File: config.mk
export PLATFORM = sky130hd
export DESIGN_NAME = padding_seq_flat
export DESIGN_NICKNAME = d
export VERILOG_FILES = /design/src/rtl/padding_seq_pkg.sv /design/src/rtl/padding_seq_if.sv /design/src/rtl/padding_seq.sv /design/src/flat_wrapper.sv
export SDC_FILE = /design/constraint.sdc
export NUM_CORES = 1
export LEC_CHECK = 0
export ABC_AREA = 1
export CAP_MARGIN = 20
export CELL_PAD_IN_SITES_DETAIL_PLACEMENT = 1
export CELL_PAD_IN_SITES_GLOBAL_PLACEMENT = 2
export CORE_ASPECT_RATIO = 1.1
export CORE_UTILIZATION = 26
export DETAILED_ROUTE_END_ITERATION = 8
export GPL_TIMING_DRIVEN = 0
export PLACE_DENSITY = 0.85
export SYNTH_ARGS = -nofsm -noshare
export SYNTH_HDL_FRONTEND = slang
export SYNTH_SLANG_ARGS = --single-unit
File: constraint.sdc
create_clock -name clk -period 1.6 [get_ports clk]
set_clock_uncertainty 0.2 [all_clocks]
set_input_delay 0.24 -clock clk [delete_from_list [all_inputs] [get_ports clk]]
set_output_delay 0.24 -clock clk [all_outputs]
set_load 0.03 [all_outputs]
File: src/rtl/padding_seq_pkg.sv
// Shared constants and state encoding for the zero-padding frame sequencer.
package padding_pkg;

  localparam int IMG_H  = 416;        // image rows without padding
  localparam int IMG_W  = 416;        // image columns without padding
  localparam int PAD_H  = IMG_H + 2;  // rows after adding one zero row on top and bottom
  localparam int ROW_AW = 9;          // row index / counter width (holds 0..PAD_H)

  typedef enum logic [2:0] {
    IDLE,
    ZTOP,
    FETCH,
    WIN,
    ZBOT,
    DONE
  } state_t;

endpackage

File: src/rtl/padding_seq_if.sv
// Handshake bundle between the padding sequencer, the row buffer, the padding
// unit and the convolution engine. The sequencer is the master side.
interface padding_seq_if #(
  parameter int ROW_AW = padding_pkg::ROW_AW
);

  logic              start;
  logic              busy;
  logic              done;
  logic              rd_req;
  logic [ROW_AW-1:0] rd_row_addr;
  logic              rd_valid;
  logic              pad_en;
  logic              pad_zero;
  logic              win_valid;
  logic              win_ready;
  logic [ROW_AW-1:0] win_row;

  modport master (
    input  start,
    input  rd_valid,
    input  win_ready,
    output busy,
    output done,
    output rd_req,
    output rd_row_addr,
    output pad_en,
    output pad_zero,
    output win_valid,
    output win_row
  );

  modport slave (
    output start,
    output rd_valid,
    output win_ready,
    input  busy,
    input  done,
    input  rd_req,
    input  rd_row_addr,
    input  pad_en,
    input  pad_zero,
    input  win_valid,
    input  win_row
  );

endinterface

File: src/rtl/padding_seq.sv
// Frame sequencer for the first-layer zero-padding datapath: pushes a zero row,
// the image rows in order and a final zero row into the padding unit's 3-row
// register, and presents every complete 3-row window to the conv engine.
module padding_seq #(
  parameter int IMG_H  = padding_pkg::IMG_H,
  parameter int ROW_AW = padding_pkg::ROW_AW
) (
  input  logic          clk,
  input  logic          reset,
  padding_seq_if.master bus
);

  import padding_pkg::*;

  // Constants sized to the counter width so all compares are width-matched.
  localparam logic [ROW_AW-1:0] ONE      = ROW_AW'(1);
  localparam logic [ROW_AW-1:0] WIN_FILL = ROW_AW'(3);          // rows needed for a full window
  localparam logic [ROW_AW-1:0] ALL_ROWS = ROW_AW'(IMG_H);      // img_row after the last fetch
  localparam logic [ROW_AW-1:0] LAST_WIN = ROW_AW'(IMG_H - 1);  // index of the final window

  state_t            state_q, state_d;
  logic [ROW_AW-1:0] img_row_q, img_row_d;      // image rows fetched so far
  logic [ROW_AW-1:0] shift_cnt_q, shift_cnt_d;  // padded rows shifted so far (max IMG_H+2)
  logic [ROW_AW-1:0] win_row_q, win_row_d;      // windows accepted so far

  // Registered, state-decoded outputs; computed from the next state so they
  // line up exactly with state_q in the following cycle.
  logic busy_q;
  logic done_q;
  logic rd_req_q;
  logic win_valid_q;

  // Combinational shift strobes to the padding unit (Mealy on rd_valid in FETCH).
  logic pad_en;
  logic pad_zero;

  // Next-state, counter update and shift-strobe decode.
  always_comb begin
    state_d     = state_q;
    img_row_d   = img_row_q;
    shift_cnt_d = shift_cnt_q;
    win_row_d   = win_row_q;
    pad_en      = 1'b0;
    pad_zero    = 1'b0;

    unique case (state_q)
      IDLE: begin
        if (bus.start) begin
          state_d = ZTOP;
        end
      end

      ZTOP: begin
        // Top zero row is padded row 0.
        pad_en      = 1'b1;
        pad_zero    = 1'b1;
        shift_cnt_d = ONE;
        state_d     = FETCH;
      end

      FETCH: begin
        // Nothing moves until the row buffer has the row on its outputs.
        if (bus.rd_valid) begin
          pad_en      = 1'b1;
          img_row_d   = img_row_q + ONE;
          shift_cnt_d = shift_cnt_q + ONE;
          if (shift_cnt_d >= WIN_FILL) begin
            state_d = WIN;
          end
        end
      end

      WIN: begin
        // Register contents stay frozen here: no shift strobe in this state.
        if (bus.win_ready) begin
          win_row_d = win_row_q + ONE;
          if (win_row_q == LAST_WIN) begin
            state_d = DONE;
          end else if (img_row_q == ALL_ROWS) begin
            state_d = ZBOT;
          end else begin
            state_d = FETCH;
          end
        end
      end

      ZBOT: begin
        // Bottom zero row completes the last window.
        pad_en      = 1'b1;
        pad_zero    = 1'b1;
        shift_cnt_d = shift_cnt_q + ONE;
        state_d     = WIN;
      end

      DONE: begin
        img_row_d   = '0;
        shift_cnt_d = '0;
        win_row_d   = '0;
        state_d     = IDLE;
      end

      default: begin
        state_d = IDLE;
      end
    endcase
  end

  // State, counters and registered status outputs.
  always_ff @(posedge clk) begin
    if (reset) begin
      state_q     <= IDLE;
      img_row_q   <= '0;
      shift_cnt_q <= '0;
      win_row_q   <= '0;
      busy_q      <= 1'b0;
      done_q      <= 1'b0;
      rd_req_q    <= 1'b0;
      win_valid_q <= 1'b0;
    end else begin
      state_q     <= state_d;
      img_row_q   <= img_row_d;
      shift_cnt_q <= shift_cnt_d;
      win_row_q   <= win_row_d;
      busy_q      <= (state_d != IDLE);
      done_q      <= (state_d == DONE);
      rd_req_q    <= (state_d == FETCH);
      win_valid_q <= (state_d == WIN);
    end
  end

  assign bus.busy        = busy_q;
  assign bus.done        = done_q;
  assign bus.rd_req      = rd_req_q;
  assign bus.rd_row_addr = img_row_q;
  assign bus.win_valid   = win_valid_q;
  assign bus.win_row     = win_row_q;
  assign bus.pad_en      = pad_en;
  assign bus.pad_zero    = pad_zero;

endmodule

File: src/flat_wrapper.sv
// flat-port wrapper written by rule: the top's interface ports become plain ports
module padding_seq_flat import padding_pkg::*;
#(
  parameter int IMG_H  = padding_pkg::IMG_H,
  parameter int ROW_AW = padding_pkg::ROW_AW
)
  (clk, reset, bus_start, bus_rd_valid, bus_win_ready, bus_busy, bus_done, bus_rd_req, bus_rd_row_addr, bus_pad_en, bus_pad_zero, bus_win_valid, bus_win_row);
  padding_seq_if #(.ROW_AW(ROW_AW)) bus_i ();
  input  logic clk;
  input  logic reset;
  input wire logic [$bits(bus_i.start)-1:0] bus_start;
  input wire logic [$bits(bus_i.rd_valid)-1:0] bus_rd_valid;
  input wire logic [$bits(bus_i.win_ready)-1:0] bus_win_ready;
  output wire logic [$bits(bus_i.busy)-1:0] bus_busy;
  output wire logic [$bits(bus_i.done)-1:0] bus_done;
  output wire logic [$bits(bus_i.rd_req)-1:0] bus_rd_req;
  output wire logic [$bits(bus_i.rd_row_addr)-1:0] bus_rd_row_addr;
  output wire logic [$bits(bus_i.pad_en)-1:0] bus_pad_en;
  output wire logic [$bits(bus_i.pad_zero)-1:0] bus_pad_zero;
  output wire logic [$bits(bus_i.win_valid)-1:0] bus_win_valid;
  output wire logic [$bits(bus_i.win_row)-1:0] bus_win_row;
  assign bus_i.start = bus_start;
  assign bus_i.rd_valid = bus_rd_valid;
  assign bus_i.win_ready = bus_win_ready;
  assign bus_busy = bus_i.busy;
  assign bus_done = bus_i.done;
  assign bus_rd_req = bus_i.rd_req;
  assign bus_rd_row_addr = bus_i.rd_row_addr;
  assign bus_pad_en = bus_i.pad_en;
  assign bus_pad_zero = bus_i.pad_zero;
  assign bus_win_valid = bus_i.win_valid;
  assign bus_win_row = bus_i.win_row;
  padding_seq #(.IMG_H(IMG_H), .ROW_AW(ROW_AW)) u_core (.clk(clk), .reset(reset), .bus(bus_i));
endmodule
==> impl_results.md <==
- Slowest stage cell, crit path: dfxtp_4
- Net Count, Synth: 284
- Setup crit end kind: flip-flop
- Critical-path maximum fanout: 4
- Most common cell after layout, fill and taps aside: nand2_1
- Slew at the pin closest to its max-slew limit: ~0.39 ns
- P&R area growth vs syn: 52.5%
- CP max stage delay: 0.40 ns
- Post-route ant nets: 0
- Clock slew at reported path FFs: around 0.070 ns
- Global-route usage over all layers: approximately 16%
- DP Cell Count: 384
- Height of the die: a little under 90 microns
- CTS tree: done
- Routed wire per std cell: 13.2 microns
- Vias per inst: approximately 4.6
- Max cap viols: 0
- HP Class: reg2reg
- Total CTS buffers: 5
- Nets: 343
- Cell Rows: 31
- Synth area leaders: dfxtp_1 (38%), nand2_1 (15%), nor2_1 (9.0%), inv_1 (8.1%), a21oi_1 (6.1%)
- Status: finished with violations
- H-tree Lvls: 2
- TritonCTS sink count: 34
- Startpoint type of the worst setup path: flip-flop
- Most frequent cells in the layout: nand2_1 (60), nor2_1 (35), inv_1 (33)
- Die width: ~81 microns
- Clock Latency Late Sink: ~0.3 ns
- Sequential share of the synthesized area: 37.8%
- CP arrival: roughly 1.8 ns
- Routed via count: approximately 1900
- Leak Pwr: 1.23 nW
- WS Path Type: reg2reg
- Min Hold Slack: 0.284 ns
- Ports: 29
- IO buf count: 28
- CP bufs+invs: 2
- Setup violators final: 7
- Cells after synthesis: 274
- Failing checks: setup timing
- RSZ-0062 raised after global routing: true
- Synth top area share: 37.8%
- Initial antenna violation count: 0
- Drt first pass iters: 4
- Core footprint: 6630 sq um
- Largest net degree at the start of global routing: 12
- Avg Cell Area, Syn: 6.58 sq um
- Synth Cell Area: approximately 1800 sq um
- Worst vdd ir: 316 uV
- Starting DRT DRC Count: 53
- PwrDens: 653 nW/um^2
- Crit path required time: 1.58 ns
- Asr flop ratio synth: 0%
- Non-Filler Instances: 416
- Final period util: 114%
- Final Hold Fails: 0
- Die area: 7270 sq um
- Remaining DRCs: 0
- Period minus WS final: 1.83 ns
- Bufs on Longest Clock Path: 2
- Antenna cells: 0
- Fmax: 0.547 GHz
- Final wirelength: 5.49 mm
- Worst setup margin: -0.228 ns
- Gpl congestion: between 0.7 and 0.8
- Post-DP HPWL: 3.59 mm
- Delay-heaviest family, CP: simple AND/OR/NAND/NOR gates
- Final Power: 0.00179 W
- Share of cells above drive strength 1: 32.0%
- CTS root buf: clkbuf_8
- EDFF count, synth: 0
- Initial Utilization: a little over a quarter
- Total gr overflow: 0
- CTS hold repair buffers: 0
- Fin. max-slew vios: 0
- Synth Warn #: 0
- Flops & latches, synth: 34
- Main flop type after synthesis: dfxtp_1
- Final core occ: about two fifths
- Yosys top cell by area: dfxtp_1
- Slew headroom: between 70% and 80%
- Cell mode on critical path: nor2_1
- Vias in the first global route: 1933
- CP cell instances: inv_4, ha_4, nor2_1, nor2_1, nand2_1, nor2_1, nand2_1, nor2_1, nand2_1, nand2_2, buf_4, a21oi_1
- Yosys cell types: 29
- First-pass GRT wire length: 8.73 mm
==> layout make-up <==
type | instances | area (sq um)
Inverter | 41 | 164
Tap cell | 82 | 103
Sequential cell | 34 | 712
Timing Repair Buffer | 52 | 444
Fill cell | 824 | 3880
Multi-Input combinational cell | 196 | 1220
Buffer | 3 | 23.8
Clock inverter | 2 | 10.0
Clock buffer | 6 | 72.6
==> power by group <==
part	switching (W)	internal (W)
Clock	0.000333	0.000302
Sequential	0.0000281	0.000858
Combinational	0.000161	0.000111
==> state kept, by name (all words and copies together) (netlist names) <==
| name | cells |
|---|---|
| u_core.bus.rd_row_addr | 9 |
| u_core.bus.win_row | 9 |
| u_core.shift_cnt_q | 9 |
| u_core.state_q | 3 |
| u_core.bus.busy | 1 |
| u_core.bus.done | 1 |
| u_core.bus.rd_req | 1 |
| u_core.bus.win_valid | 1 |
==> per-stage QoR <==
stage | area [sq um] | setup TNS [ns] | setup slack [ns]
global placement | 2220 | -7.11 | -0.588
global route | 2750 | -2.14 | -0.304
detailed placement | 2220 | -7.42 | -0.594
CTS | 2500 | -1.08 | -0.213
floorplan | 1840 | -0.0446 | -0.0281
finish | 2750 | -1.10 | -0.228
==> path summary, 6_finish.rpt <==
check	end	cells after the start	startpoint	slack [ns]
worst max-delay path	u_core.bus.win_valid	12	u_core.shift_cnt_q[0]	-0.23
worst min-delay path	u_core.shift_cnt_q[8]	2	u_core.shift_cnt_q[8]	0.28
worst max register to register	u_core.bus.win_valid	12	u_core.shift_cnt_q[0]	-0.23
worst min register to register	u_core.shift_cnt_q[8]	2	u_core.shift_cnt_q[8]	0.28
==> synthesized netlist by cell type (2+ instances only) <==
library cell  count
nand3_1          14
nand2_2           2
nand3_2           2
a21oi_1          22
nor3_2            2
nand2_1          70
ha_1              5
nor3_1            3
o21bai_1          2
inv_1            39
nor2_2            4
nand4_1           5
o21ai_0          13
nor2_1           43
dfxtp_1          34
==> repair_timing <==
action,CTS,global route
cloned,0,0
pin swaps,8,19
setup buffers,11,14
endpoints found under the setup margin,53,38
gates resized for setup,80,48
==> metal layers <==
metal  GRT usage [%]  routed length [microns]  vias to the layer above  share of wire (%)
met3            3.47                      179                        9                3.3
met1            19.0                     2450                      879                 45
met4            8.12                      116                        0                2.1
met5               0                        0                        -                  0
li1                -                        -                      989                  -
met2            27.0                     2750                       24                 50
==> tightest hold or removal path, cell delays in order (launching register included) <==
cell	delay, ns
dfxtp_1	0.32
nand2_1	0.06
a21oi_1	0.05
==> logic make-up after synthesis <==
kind of cell,after synthesis,synth area share [%]
AO/OA/AOI/OAI,42,12.4
flip-flops,34,37.8
AND/OR/NAND/NOR,149,36.6
adder cells (fa/ha/maj),5,3.47
buffers and inverters,44,9.72
Power figures use the tool's default switching activity.
